## config.mk

```make
export PLATFORM = sky130hd
export DESIGN_NAME = logic_pod_dense_packer
export DESIGN_NICKNAME = d
export VERILOG_FILES = /design/src/rtl/logic_pod_dense_packer.sv
export SDC_FILE = /design/constraint.sdc
export NUM_CORES = 1
export LEC_CHECK = 0
export BUFFER_PORTS_ARGS = -buffer_cell sky130_fd_sc_hd__buf_2
export CAP_MARGIN = 0
export CORE_MARGIN = 1.5
export CORE_UTILIZATION = 50
export CTS_CLUSTER_SIZE = 16
export DETAILED_ROUTE_END_ITERATION = 7
export MAX_ROUTING_LAYER = met4
export PLACE_DENSITY = 0.69
export SYNTH_ARGS = -nofsm -noshare
export SYNTH_HDL_FRONTEND = slang
export SYNTH_SLANG_ARGS = --single-unit
export TNS_END_PERCENT = 100
```

## constraint.sdc

```tcl
create_clock -name clk -period 2.9 [get_ports clk]
set_input_delay 0.435 -clock clk [delete_from_list [all_inputs] [get_ports clk]]
set_output_delay 0.435 -clock clk [all_outputs]
set_load 0.05 [all_outputs]
```

## src/rtl/logic_pod_dense_packer.sv

```systemverilog
// Bit-contiguous packer: LSB-first stream of SYM_WIDTH symbols into OUT_WIDTH FIFO words,
// with a one-entry holding register, FIFO backpressure and flush of partial residue.
module logic_pod_dense_packer #(
    parameter int SYM_WIDTH = 17,
    parameter int OUT_WIDTH = 128,
    parameter int CNT_WIDTH = $clog2(OUT_WIDTH + 1)
) (
    input  logic                 clk,
    input  logic                 rst_n,
    input  logic                 in_valid,
    output logic                 in_ready,
    input  logic [SYM_WIDTH-1:0] in_data,
    input  logic                 flush,
    output logic                 flush_done,
    input  logic                 fifo_full,
    output logic                 fifo_wr,
    output logic [OUT_WIDTH-1:0] fifo_wdata,
    output logic [CNT_WIDTH-1:0] fifo_wbits
);

    typedef enum logic [1:0] {RUN, FLUSH, DONE} state_t;

    state_t                 state, state_next;
    logic [OUT_WIDTH-1:0]   acc, hold, last_word;
    logic [CNT_WIDTH-1:0]   fill, last_bits;
    logic                   pending;
    logic                   accept, completes, drain, residue_wr, flush_ready;
    logic [CNT_WIDTH:0]     total, wrap_fill;
    logic [2*OUT_WIDTH-1:0] ext;

    // Accumulator bits above fill are always zero, so OR-ing the shifted symbol is enough.
    always_comb begin
        accept      = in_valid & in_ready;
        ext         = {{OUT_WIDTH{1'b0}}, acc}
                    | ({{(2*OUT_WIDTH-SYM_WIDTH){1'b0}}, in_data} << fill);
        total       = {1'b0, fill} + (CNT_WIDTH+1)'(SYM_WIDTH);
        wrap_fill   = total - (CNT_WIDTH+1)'(OUT_WIDTH);
        completes   = accept && (total >= (CNT_WIDTH+1)'(OUT_WIDTH));
        drain       = pending & ~fifo_full;
        flush_ready = (state == FLUSH) && !pending && !fifo_full;
        residue_wr  = flush_ready && (fill != '0);
    end

    always_ff @(posedge clk or negedge rst_n) begin
        if (!rst_n) begin
            state <= RUN;
        end else begin
            state <= state_next;
        end
    end

    always_comb begin
        state_next = state;
        case (state)
            RUN:     if (flush) state_next = FLUSH;
            FLUSH:   if (flush_ready) state_next = DONE;
            DONE:    state_next = RUN;
            default: state_next = RUN;
        endcase
    end

    // Write data is selected live; last_word keeps the bus stable between writes.
    always_comb begin
        in_ready   = (state == RUN) && !(pending && fifo_full);
        flush_done = (state == DONE);
        fifo_wr    = drain | residue_wr;
        if (drain) begin
            fifo_wdata = hold;
            fifo_wbits = CNT_WIDTH'(OUT_WIDTH);
        end else if (residue_wr) begin
            fifo_wdata = acc;
            fifo_wbits = fill;
        end else begin
            fifo_wdata = last_word;
            fifo_wbits = last_bits;
        end
    end

    always_ff @(posedge clk or negedge rst_n) begin
        if (!rst_n) begin
            acc       <= '0;
            fill      <= '0;
            hold      <= '0;
            pending   <= 1'b0;
            last_word <= '0;
            last_bits <= '0;
        end else begin
            if (accept) begin
                if (completes) begin
                    hold <= ext[OUT_WIDTH-1:0];
                    acc  <= ext[2*OUT_WIDTH-1:OUT_WIDTH];
                    fill <= CNT_WIDTH'(wrap_fill);
                end else begin
                    acc  <= ext[OUT_WIDTH-1:0];
                    fill <= CNT_WIDTH'(total);
                end
            end else if (residue_wr) begin
                acc  <= '0;
                fill <= '0;
            end
            pending <= completes | (pending & ~drain);
            if (fifo_wr) begin
                last_word <= fifo_wdata;
                last_bits <= fifo_wbits;
            end
        end
    end

endmodule

```

* Word-level counts from Yosys, hierarchy flattened *
Cells that the tools add are included.

operators by class
  $add $sub $neg = 2
  $lt $le $gt $ge = 1
  equality and inequality tests = 4
  shifts and indexed selects = 1
  mux-type cells = 13
  bitwise logic cells = 8
  reduce and logical (&&, ||, !) cells = 14

operators with widths
  kind                                                                                 number
  128-bit 2-to-1 mux                                                                   5
  128-bit by 256-bit bitwise OR with 256-bit output                                    1
  17-bit by 8-bit << shifter with 256-bit output                                       1
  8-bit 2-to-1 mux                                                                     5
  8-bit by 5-bit adder with 9-bit output, second input constant                        1
  9-bit by 8-bit greater-or-equal comparator with 1-bit output, second input constant  1
  8-bit nonzero test                                                                   1
  8-bit subtractor, second input constant                                              1
  1-bit logical AND                                                                    6
  2-bit 2-to-1 mux                                                                     2
  2-bit inequality test, second input constant                                         2
  2-bit one-hot mux with 2 select lines                                                1
  2-bit AND reduction                                                                  2
  1-bit AND                                                                            3
  1-bit logical NOT                                                                    3
  2-bit by 1-bit == test with 1-bit output, second input constant                      1
  2-bit == test, second input constant                                                 1
  2-bit logical NOT                                                                    1
  1-bit NOT                                                                            2
  1-bit bitwise OR                                                                     2
  2-bit nonzero test                                                                   1

word-level totals
  register bits = 403
  bits of input ports = 22

* Logic depth before layout (Yosys ltp) *
Gate-level depths: netlist of run 1.

  depth after elaboration = 7
  mapped depth = 12
  depth with buffers taken out = 7

* Least setup slack after synthesis of run 1 *
Ideal clock, no wire load.

  path type = reg2out
  start point = reg fill[1]
  end point = out fifo_wbits[2]
  arrival = 2813 ps
  required time = 2465 ps
  path slack = -348 ps
  stages on the path, launching flop included = 11
  cell sequence = dfrtp_1 > buf_6 > buf_6 > buf_6 > buf_4 > inv_2 > ha_1 > a31oi_4 > clkbuf_1 > buf_2 > o21ai_0

on the way
  word-level cells in the longest chain between the ends = 4

ends and longest elaborated chain
  what                    line  source
  start, declared         25    logic [CNT_WIDTH-1:0] fill, last_bits;
  start signal, assigned  92    fill <= CNT_WIDTH'(wrap_fill);
  start signal, assigned  95    fill <= CNT_WIDTH'(total);
  8-bit nonzero test      41    residue_wr = flush_ready && (fill != '0);
  1-bit logical AND       41
  8-bit 2-to-1 mux        70    end else if (residue_wr) begin
  8-bit 2-to-1 mux        67    if (drain) begin
  end, declared           18    output logic [CNT_WIDTH-1:0] fifo_wbits

No other way between the ends.

* Worst setup path after layout of run 1 *
  start point = reg fill[6]
  end point = out fifo_wdata[71]

on the way
  word-level cells in the longest chain between the ends = 4

ends and longest elaborated chain
  what                line  source
  8-bit nonzero test  41
  1-bit logical AND   41
  128-bit 2-to-1 mux  70
  128-bit 2-to-1 mux  67
  end, declared       17    output logic [OUT_WIDTH-1:0] fifo_wdata,

No other way between the ends.

==> results by group, run 1 <==
Status
  • Status: complete, but fails checks
  • Violated checks: setup timing

Placed design
  • Dpl hpwl: 43090 µm
  • Buffers on Ports: 160
  • Placement Cell Area: 21070 µm²
  • GPL Wtd Cong: 1.037
  • Placed cells: 2703

Die
  • Die Y: 197.1 µm
  • Rows: 70
  • Core area: 36870 µm²
  • Io pins: 161
  • DIE AREA: 38830 µm²
  • Die Span X: 197.1 µm
  • Initial core utilization: 51.07%

Timing
  • Final setup viols: 135
  • Hold Fails Final Rpt: 0
  • Transition time of the tightest slew-check pin: 0.9672 ns
  • Max frequency: 328.8 MHz
  • Final worst slack: -0.1410 ns
  • Max-slew headroom: 33.67%
  • Final Skew: 0.01694 ns
  • Slew Limit Fails: 0
  • Tcrit/Tclk final: 104.9%
  • RSZ-0062 raised after global routing: true
  • Setup TNS Final: -8.747 ns
  • Min Tclk post-route: 3.041 ns

Logic synthesis
  • Mapped Area: 18830 µm²
  • Synth Net Count: 2069
  • Synth Register Bits: 403
  • Synth Flop Type: dfrtp_1
  • Register area share after synthesis: 53.55%
  • Share of the synthesized area in the top cell type: 53.55%
  • Synth area leader: dfrtp_1
  • Post-synth EDFFs: 0
  • Count leader, synth: nand2_1
  • Synth area leaders: dfrtp_1, nand2_1, a22oi_1
  • Post-synth top cells: nand2_1, dfrtp_1, a22oi_1, o21ai_0, nor2_1
  • FFs w/ async S/R, synth: 100.0%
  • Synth warn: 0
  • Synth cell types: 72
  • Mapped Cells: 2045
  • Syn Area/Cell: 9.208 µm²

Setup path
  • Kind of critical path: flop to output pin
  • Crit. End Element: output pin
  • Worst Setup Start Kind: flop
  • Worst EP arrival: 2.61 ns
  • Crit path required time: 2.47 ns
  • CP max FO: 8

Drt
  • Vias/cell: 5.985
  • WL/cell: 23.34 µm
  • Vias: 16860
  • First-pass DRT Iterations: 8
  • DRC viols: 0
  • Final wirelength: 65740 µm
  • Antenna-violating nets left: 0
  • Initial DRC count: 1692

Clock tree
  • Clock Pin Slew Worst Setup and Hold Paths: 0.06 ns
  • CTS tree: done
  • CTS Buf Count: 43
  • Num Clock Sinks: 403
  • Maximum clock path buffer count: 3
  • Worst skew pair latency: 0.57 ns
  • H-tree depth: 2
  • Root Driver: clkbuf_16

Layout
  • Filler cells: 2814
  • Non-filler cells, final: 2817
  • Final instance area: 24780 µm²
  • Multi-input logic area: 9034 µm²
  • Area delta synth->final: 31.57%
  • FF/Latch Area: 10090 µm²
  • Final #Nets: 2304
  • Layout cells sized above 1: 27.50%
  • Ant diodes: 0

Global route
  • Largest net degree at the start of global routing: 88
  • First-pass GRT wire length: 99720 µm
  • Vias in the first global route: 16500
  • Total grt overflow: 0
  • Antenna violations before repair: 0
  • Global Route Usage Sum: 35.00%

Power and ir drop
  • Tot Pwr: 0.02581 W
  • Power Dens Cells: 1042 nW/µm²
  • Leakage power: 12.66 nW
  • Peak supply drop: 0.6530 mV

Run
  • Max Cap Viol: 0

Min path
  • Hold Path Class: input pin to flop
[through the flow]
stage | setup WS (ns) | hold WS [ns] | utilization (%)
finish | -0.1410 | 0.1357 | 67.19
floorplan | -0.2574 | 0.1394 | -
global placement | 0.2329 | 0.4052 | 57.14
detailed placement | 0.2291 | 0.4091 | 57.14
CTS | -0.1242 | 0.1219 | 65.78
global route | -0.1874 | 0.1462 | 67.19
[cell usage in the layout, fill, tap and decap left out, types with 11 or more instances in the layout]
master	netlist	final
nand2_1	785	675
nor2_1	65	64
a22oi_2	0	70
buf_4	9	145
nand2_2	0	58
mux4_2	11	11
mux2i_1	14	14
buf_2	50	27
o22ai_1	23	23
o21ai_0	116	114
nand2b_1	11	11
a22oi_1	143	73
mux2_2	12	12
a21oi_1	51	51
dfrtp_1	403	402
nand3_1	21	21
buf_16	0	12
clkbuf_16	0	45
clkbuf_1	63	13
buf_8	0	39
nor3_1	16	16
buf_6	4	59
a22o_1	47	47
buf_12	0	37
nand2_4	0	48
[cell families (layout without fill, tap and decap cells)]
family,count (synthesis),count (layout),synth area share (%)
and+or+nand+nor,959,959,20.54
AOI/OAI and AO/OA,487,487,18.03
DFF,403,403,53.55
buffers and inverters,145,413,3.561
muxes,49,49,4.186
adders and majority gates,2,2,0.1329
[registers in the layout, indices dropped and copies added, names as in the netlist]
name       cells
acc          128
hold         128
last_word    128
fill           8
last_bits      8
state          2
pending        1
[where the power goes]
| part | total, W | switching, W | internal, W |
|---|---|---|---|
| Combinational | 0.0129 | 0.00828 | 0.00466 |
| Sequential | 0.00748 | 0.000799 | 0.00668 |
| Clock | 0.00539 | 0.00228 | 0.00311 |
[critical path, cell delays in order (launching register included)]
cell and delay [ns]:
dfrtp_1 0.37, or2_4 0.26, nor2_1 0.09, buf_4 0.16, a31oi_4 0.16, nor2_4 0.16
buf_12 0.16, buf_12 0.14, buf_16 0.15, buf_12 0.12, nand2_4 0.05, nand2_4 0.07
buf_8 0.14
[final timing paths]
check	startpoint	to	slack (ns)	cells past startpoint
worst min-delay path	flush	state[0]	0.14	3
worst max-delay path	fill[6]	fifo_wdata[71]	-0.14	12
worst max register to register	fill[4]	acc[55]	0.10	7
min in group asynchronous	rst_n	last_word[91]	0.40	2
worst min register to register	last_word[44]	last_word[44]	0.47	2
max in group asynchronous	rst_n	fill[0]	1.59	3
[layer usage]
layer,vias to the layer above,GRT usage [%],part of all wire (%)
li1,7571,-,-
met1,8409,48.61,43
met2,724,51.39,46
met3,156,4.781,6.5
met4,0,15.89,4.4
met5,-,-,0
[layout make-up]
class / count / share of cell area, %
flip-flops and latches: 403 / 40.71
multi-input cells: 1497 / 36.46
repair buffers: 323 / 14.58
clock buffers: 63 / 4.929
well taps: 504 / 2.545
clock inverters: 15 / 0.5909
inverters: 12 / 0.1818
[what timing repair did]
action                                  CTS  global route
endpoints found under the setup margin  133           137
pin swaps                                19            36
hold buffers                              1             0
gates cloned                             12             2
setup buffers                            20             7
gates resized for setup                 390           133
endpoints found under the hold margin    54             0
No activity file was read; power rests on OpenSTA's default activity.
==> run 2: changes to the inputs <==
--- a/config.mk
+++ b/config.mk
@@ -7,6 +7,7 @@
 export LEC_CHECK = 0
 export BUFFER_PORTS_ARGS = -buffer_cell sky130_fd_sc_hd__buf_2
 export CAP_MARGIN = 0
+export CORE_ASPECT_RATIO = 1.25
 export CORE_MARGIN = 1.5
 export CORE_UTILIZATION = 50
 export CTS_CLUSTER_SIZE = 16
==> constraint.sdc (replaced) <==
create_clock -name clk -period 3.23 [get_ports clk]
set_input_delay 0.4845 -clock clk [delete_from_list [all_inputs] [get_ports clk]]
set_output_delay 0.4845 -clock clk [all_outputs]
set_load 0.05 [all_outputs]
==> run 2 against run 1 <==
Compared with the run above: the flow now finishes without violations; combinational power is 27% lower; sequential cell count stayed put; worst setup slack better by 0.21 ns; power is 19% lower; critical path depth is 2 lower; critical path type unchanged; largest power group unchanged.
==> results by group, run 2 (synthesized netlist as in run 1, its figures left out) <==
Status
  • Status: completed

Drt
  • Final wirelength: 59920 µm (-8.8%)
  • DRC viols: 0 (unchanged)
  • WL/cell: 22.00 µm (-5.7%)
  • Initial DRC count: 1905 (+13%)
  • Vias: 16110 (-4.4%)
  • Antenna-violating nets left: 0 (unchanged)
  • First-pass DRT Iterations: 6 (-2)
  • Vias/cell: 5.914 (-1.2%)

Global route
  • First-pass GRT wire length: 92330 µm (-7.4%)
  • Largest net degree at the start of global routing: 84 (-4.5%)
  • Vias in the first global route: 15580 (-5.5%)
  • Antenna violations before repair: 0 (unchanged)
  • Total grt overflow: 0 (unchanged)
  • Global Route Usage Sum: 32.03% (-3.0 points)

Setup path
  • Critical path's slowest cell: dfrtp_1
  • Crit path required time: 2.75 ns (+0.28 ns)
  • Crit Reg-Reg Endpoint: acc[59]
  • R2R Setup Slk: 0.23 ns (+0.13 ns)
  • R2R depth: 9 (+2)
  • Crit. End Element: output pin
  • Delay of the slowest cell on the worst path: 0.41 ns (+0.04 ns)
  • Worst EP arrival: 2.68 ns (+0.07 ns)
  • Crit path cell chain: or2_2 -> nor2_4 -> a31oi_4 -> buf_12 -> nor2_4 -> buf_4 -> buf_12 -> nand2_1 -> nand2_1 -> buf_2
  • CP max FO: 23 (+15)
  • Worst Setup Start Kind: flop
  • Kind of critical path: flop to output pin
  • Reg2reg start: fill[0]

Layout
  • Layout cells sized above 1: 17.38% (-10 points)
  • Final #Nets: 2235 (-3.0%)
  • Non-filler cells, final: 2724 (-3.3%)
  • Multi-input logic area: 8128 µm² (-10%)
  • Filler cells: 3232 (+15%)
  • FF/Latch Area: 10090 µm² (about the same)
  • Most common cell after layout, fill and taps aside: nand2_1
  • Ant diodes: 0 (unchanged)
  • Area delta synth->final: 17.99%
  • Most frequent cells in the layout: nand2_1, dfrtp_1, a22oi_1
  • Top flop regs: acc (128), hold (128), last_word (128)

Die
  • DIE AREA: 38840 µm² (about the same)
  • Rows: 79 (+13%)
  • Initial core utilization: 50.67% (-0.40 points)
  • Io pins: 161 (unchanged)
  • Core area: 37170 µm² (+0.79%)
  • Die Y: 220.0 µm (+12%)
  • Die Span X: 176.6 µm (-10%)

Timing
  • Tcrit/Tclk final: 97.89%
  • Final setup viols: 0 (-100%)
  • Hold Fails Final Rpt: 0 (unchanged)
  • Transition time of the tightest slew-check pin: 1.016 ns (+0.04922 ns)
  • RSZ-0062 raised after global routing: true
  • Max-slew headroom: 31.52% (-2.2 points)
  • Setup TNS Final: 0 ns (+8.747 ns)
  • Min Tclk post-route: 3.162 ns
  • Max frequency: 316.3 MHz
  • Final worst slack: 0.06810 ns (+0.2091 ns)
  • Slew Limit Fails: 0 (unchanged)
  • Final Skew: 0.02142 ns (+0.004474 ns)

Min path
  • Hold Path Class: input pin to flop
  • Hold path cells: 3 (unchanged)
  • WHS Endpoint: pending
  • Hold Path Origin: fifo_full

Placed design
  • Dpl hpwl: 41570 µm (-3.5%)
  • Dpl ws: 0.2306 ns (+0.001485 ns)
  • Placed cells: 2643 (-2.2%)
  • Buffers on Ports: 160 (unchanged)
  • GPL Wtd Cong: 1.020 (-1.6%)

Power and ir drop
  • Leakage power: 11.91 nW (-5.9%)
  • Peak supply drop: 0.6665 mV (+2.1%)
  • Power Dens Cells: 935.6 nW/µm² (-10%)
  • Tot Pwr: 0.02079 W (-19%)

Clock tree
  • H-tree depth: 2 (unchanged)
  • Root Driver: clkbuf_16
  • Worst skew pair latency: 0.55 ns (-0.02 ns)
  • Clock Pin Slew Worst Setup and Hold Paths: 0.07 ns (about the same)
  • CTS tree: done
  • CTS Buf Count: 41 (-4.7%)
  • Num Clock Sinks: 403 (unchanged)
  • Maximum clock path buffer count: 3 (unchanged)

Run
  • Max Cap Viol: 0 (unchanged)
[run 2: changes by cell type in the layout (fill, tap and decap cells not counted), moves of 23 or more]
cell	previous run	this run
nand2_2	58	0
buf_6	59	5
buf_4	145	101
clkbuf_4	1	39
a22oi_1	73	142
nand2_1	675	785
buf_12	37	14
nand2_4	48	0
buf_2	27	89
buf_8	39	4
a22oi_2	70	1
[run 2: per-stage QoR]
step	util (%)	instance area, µm²	hold WS, ns
global route	59.78	22220	0.2489
finish	59.78	22220	0.2303
global placement	55.01	20450	0.4505
CTS	59.20	22000	0.2169
detailed placement	55.01	20450	0.4565
floorplan	-	18830	0.1889
[run 2: worst max-delay path: cells and delay by family (launching register included)]
kind | cells | cell delay, ns
AOI/OAI and AO/OA | 1 | 0.11
and+or+nand+nor | 5 | 0.78
DFF | 1 | 0.41
buffers and inverters | 4 | 0.80
[run 2: what timing repair did]
item / 4_1_cts / 5_1_grt
gates resized for setup: 23 / 88
hold endpoints to repair: 34 / 0
buffers inserted: 5 / 2
endpoints found under the setup margin: 131 / 129
hold buffers: 1 / 0
pin swaps: 1 / 0
cloned: 2 / 1
[run 2: cell type report]
cell class                      count  share of cell area (%)
Sequential cell                   403                   45.41
Multi-Input combinational cell   1497                   36.58
Timing Repair Buffer              256                   8.948
Clock buffer                       62                   5.513
Tap cell                          486                   2.737
Clock inverter                      8                  0.5969
Inverter                           12                  0.2140
[run 2: worst max path at each step]
| stage | slack, ns | startpoint | cells past startpoint | end |
|---|---|---|---|---|
| after floorplan | 0.02 | fill[1] | 9 | fifo_wbits[0] |
| after global placement | 0.27 | fifo_full | 8 | fifo_wdata[59] |
| after detailed placement | 0.23 | fifo_full | 8 | fifo_wdata[59] |
| after CTS | 0.01 | fill[5] | 10 | fifo_wdata[106] |
| after global routing | -0.01 | fill[5] | 10 | fifo_wbits[6] |
| final | 0.07 | fill[5] | 10 | fifo_wdata[5] |
[run 2: report_power, final]
| part | switching (W) | internal [W] |
|---|---|---|
| sequential | 0.000569 | 0.00599 |
| combinational | 0.00666 | 0.00273 |
| clock | 0.00197 | 0.00286 |
[run 2: per-layer routing]
metal	vias to the layer above	wire, µm	track usage (%)
met4	0	2741	13.53
met2	598	28540	49.83
met1	7981	25070	42.26
met5	-	0	-
met3	141	3572	4.434
li1	7391	-	-
==> run 3: changes to the inputs <==
--- a/config.mk
+++ b/config.mk
@@ -5,6 +5,7 @@
 export SDC_FILE = /design/constraint.sdc
 export NUM_CORES = 1
 export LEC_CHECK = 0
+export ABC_AREA = 1
 export BUFFER_PORTS_ARGS = -buffer_cell sky130_fd_sc_hd__buf_2
 export CAP_MARGIN = 0
 export CORE_ASPECT_RATIO = 1.25
@@ -13,7 +14,7 @@
 export CTS_CLUSTER_SIZE = 16
 export DETAILED_ROUTE_END_ITERATION = 7
 export MAX_ROUTING_LAYER = met4
-export PLACE_DENSITY = 0.69
+export PLACE_DENSITY = 0.68
 export SYNTH_ARGS = -nofsm -noshare
 export SYNTH_HDL_FRONTEND = slang
 export SYNTH_SLANG_ARGS = --single-unit
==> run 3 against run 2 <==
Compared with the run above: combinational power up 88%; sequential power increased by 17%; non-clock buffer count decreased by 1; worst setup slack got worse by 0.033 ns; synthesized cell count up 44%; first-iteration DRC count rose by 9.2%; largest cell class is now multi-input gates; largest power group unchanged.
==> results by group, run 3 <==
Logic synthesis
  • Post-synth top cells: nand2_1, dfrtp_1, nand3_1, inv_1, o221ai_1
  • Count leader, synth: nand2_1
  • Synth warn: 0 (unchanged)
  • Post-synth EDFFs: 0 (unchanged)
  • Mapped Area: 22200 µm² (+18%)
  • Synth Register Bits: 403 (unchanged)
  • FFs w/ async S/R, synth: 100.0% (unchanged)
  • Mapped Cells: 2952 (+44%)
  • Register area share after synthesis: 45.43% (-8.1 points)
  • Synth area leader: dfrtp_1
  • Syn Area/Cell: 7.520 µm² (-18%)
  • Synth cell types: 35 (-51%)
  • Synth area leaders: dfrtp_1, nand2_1, o221ai_1
  • Synth Net Count: 2976 (+44%)
  • Synth Flop Type: dfrtp_1
  • Share of the synthesized area in the top cell type: 45.43% (-8.1 points)

Placed design
  • Dpl hpwl: 48200 µm (+16%)
  • GPL Wtd Cong: 0.9377 (-8.1%)
  • Buffers on Ports: 160 (unchanged)

Timing
  • Max frequency: 313.0 MHz (-1.0%)
  • Hold Fails Final Rpt: 0 (unchanged)
  • Hold slack: 0.1456 ns (-0.08467 ns)
  • Transition time of the tightest slew-check pin: 1.330 ns (+0.3140 ns)
  • Setup TNS Final: 0 ns (unchanged)
  • RSZ-0062 raised after global routing: true
  • Final setup viols: 0 (unchanged)
  • Min Tclk post-route: 3.195 ns (+0.03314 ns)
  • Max-slew headroom: 11.21% (-20 points)
  • Slew Limit Fails: 0 (unchanged)
  • Tcrit/Tclk final: 98.92% (+1.0 points)
  • Final Skew: 0.02337 ns (+0.001949 ns)

Setup path
  • Crit path required time: 2.75 ns (about the same)
  • Worst EP arrival: 2.71 ns (+0.03 ns)
  • Worst Setup SP: fill[3]
  • Crit. End Element: output pin
  • Worst Setup Start Kind: flop
  • R2R Setup Slk: 0.31 ns (+0.08 ns)
  • R2R depth: 13 (+4)
  • Reg2reg start: fill[4]
  • Crit Reg-Reg Endpoint: acc[54]
  • CP max FO: 5 (-78%)
  • Kind of critical path: flop to output pin
  • Worst setup path end: fifo_wbits[0]

Drt
  • Antenna-violating nets left: 0 (unchanged)
  • Initial DRC count: 2080 (+9.2%)
  • Vias/cell: 6.108 (+3.3%)
  • DRC viols: 0 (unchanged)
  • First-pass DRT Iterations: 6 (unchanged)
  • Final wirelength: 78750 µm (+31%)
  • Vias: 22130 (+37%)
  • WL/cell: 21.74 µm (-1.2%)

Clock tree
  • Maximum clock path buffer count: 3 (unchanged)
  • CTS tree: done
  • H-tree depth: 2 (unchanged)
  • Clock Pin Slew Worst Setup and Hold Paths: 0.06 ns (about the same)
  • Num Clock Sinks: 403 (unchanged)
  • CTS Buf Count: 43 (+4.9%)
  • Root Driver: clkbuf_16
  • Worst skew pair latency: 0.59 ns (+0.04 ns)

Run
  • Max Cap Viol: 0 (unchanged)

Layout
  • Layout cells sized above 1: 13.11% (-4.3 points)
  • Final core occ: 59.75% (about the same)
  • Most frequent cells in the layout: nand2_1, dfrtp_1, nand3_1
  • Top flop regs: acc (128), hold (128), last_word (128)
  • Most common cell after layout, fill and taps aside: nand2_1
  • Final #Nets: 3042 (+36%)
  • Area delta synth->final: 18.16%

Status
  • Status: completed

Die
  • Initial core utilization: 50.56% (-0.10 points)
  • Core area: 43900 µm² (+18%)
  • Die Y: 238.6 µm (+8.5%)
  • Rows: 86 (+8.9%)
  • DIE AREA: 45680 µm² (+18%)
  • Die Span X: 191.5 µm (+8.4%)
  • Io pins: 161 (unchanged)

Global route
  • Largest net degree at the start of global routing: 119 (+42%)
  • Global Route Usage Sum: 34.25% (+2.2 points)
  • First-pass GRT wire length: 117600 µm (+27%)
  • Total grt overflow: 0 (unchanged)
  • Vias in the first global route: 20950 (+34%)
  • Antenna violations before repair: 1 (+1)

Power and ir drop
  • Leakage power: 13.11 nW (+10%)
  • Peak supply drop: 0.7393 mV (+11%)
  • Power Dens Cells: 1167 nW/µm² (+25%)

Min path
  • Hold Path Class: input pin to flop
  • Hold Path Origin: flush
[run 3: how the worst min path moves through the flow]
stage                     depth (start not counted)  slack (ns)           end
after detailed placement                          2        0.46  last_bits[5]
after global routing                              3        0.14      state[0]
after global placement                            2        0.46  last_bits[5]
after CTS                                         3        0.13      state[0]
final                                             3        0.15      state[0]
after floorplan                                   0        0.19        acc[0]
[run 3: area by class of cell]
type | count | area (µm²)
antenna | 1 | 2.502
clock buffer | 60 | 1261
clock inverter | 17 | 232.7
fill | 3927 | 17670
inverter | 262 | 996.0
multi-input combinational | 2053 | 10260
sequential | 403 | 10090
tap | 572 | 715.7
timing repair buffer | 255 | 2679
[run 3: timing repair]
action | 4_1_cts | 5_1_grt
setup endpoints to repair | 136 | 136
hold endpoints to repair | 67 | 0
pin swaps | 2 | 4
gates resized for setup | 40 | 197
buffers inserted | 5 | 4
gates cloned | 3 | 13
hold buffers | 1 | 0
[run 3: critical path, cell delays in order (launching register included)]
cell,delay (ns)
dfrtp_1,0.39
nor2_2,0.13
inv_2,0.08
nor2_8,0.13
nand4_1,0.18
nand2_4,0.11
inv_2,0.06
nor2_4,0.19
clkbuf_16,0.24
buf_6,0.16
nand2_1,0.07
o21ai_0,0.10
buf_2,0.30
[run 3: kinds of logic (layout without fill, tap and decap cells)]
group,count (synthesis),in the layout,synth area share (%)
simple gates,1547,1547,29.18
buf+inv,496,594,9.379
other cells,0,1,0
fa+ha+maj,2,2,0.1127
xor+xnor,3,3,0.1184
flops,403,403,45.43
compound gates,501,501,15.78
[run 3: per-stage QoR]
stage               total power (W)  worst slack (ns)  std cells  area [µm²]
floorplan                   0.01858            0.3474       2952       22200
global placement            0.02325            0.2496       3519       23730
detailed placement          0.02357            0.2011       3519       23730
CTS                         0.02933          0.002053       3605       25480
global route                0.03226          -0.05134       3623       26230
finish                      0.03061           0.03496       3623       26230
[run 3: per-layer routing]
layer / vias to the layer above / wire [µm] / track usage, %
li1: 10120 / - / -
met3: 220 / 6035 / 4.448
met5: - / 0 / -
met4: 0 / 4556 / 17.35
met1: 10760 / 30840 / 42.51
met2: 1030 / 37330 / 54.92
[run 3: where the power goes]
part	switching, W	total [W]	internal (W)	leakage [nW]
Sequential	0.000660	0.00768	0.00702	5.24
Combinational	0.0127	0.0177	0.00497	7.13
Clock	0.00215	0.00528	0.00313	0.731
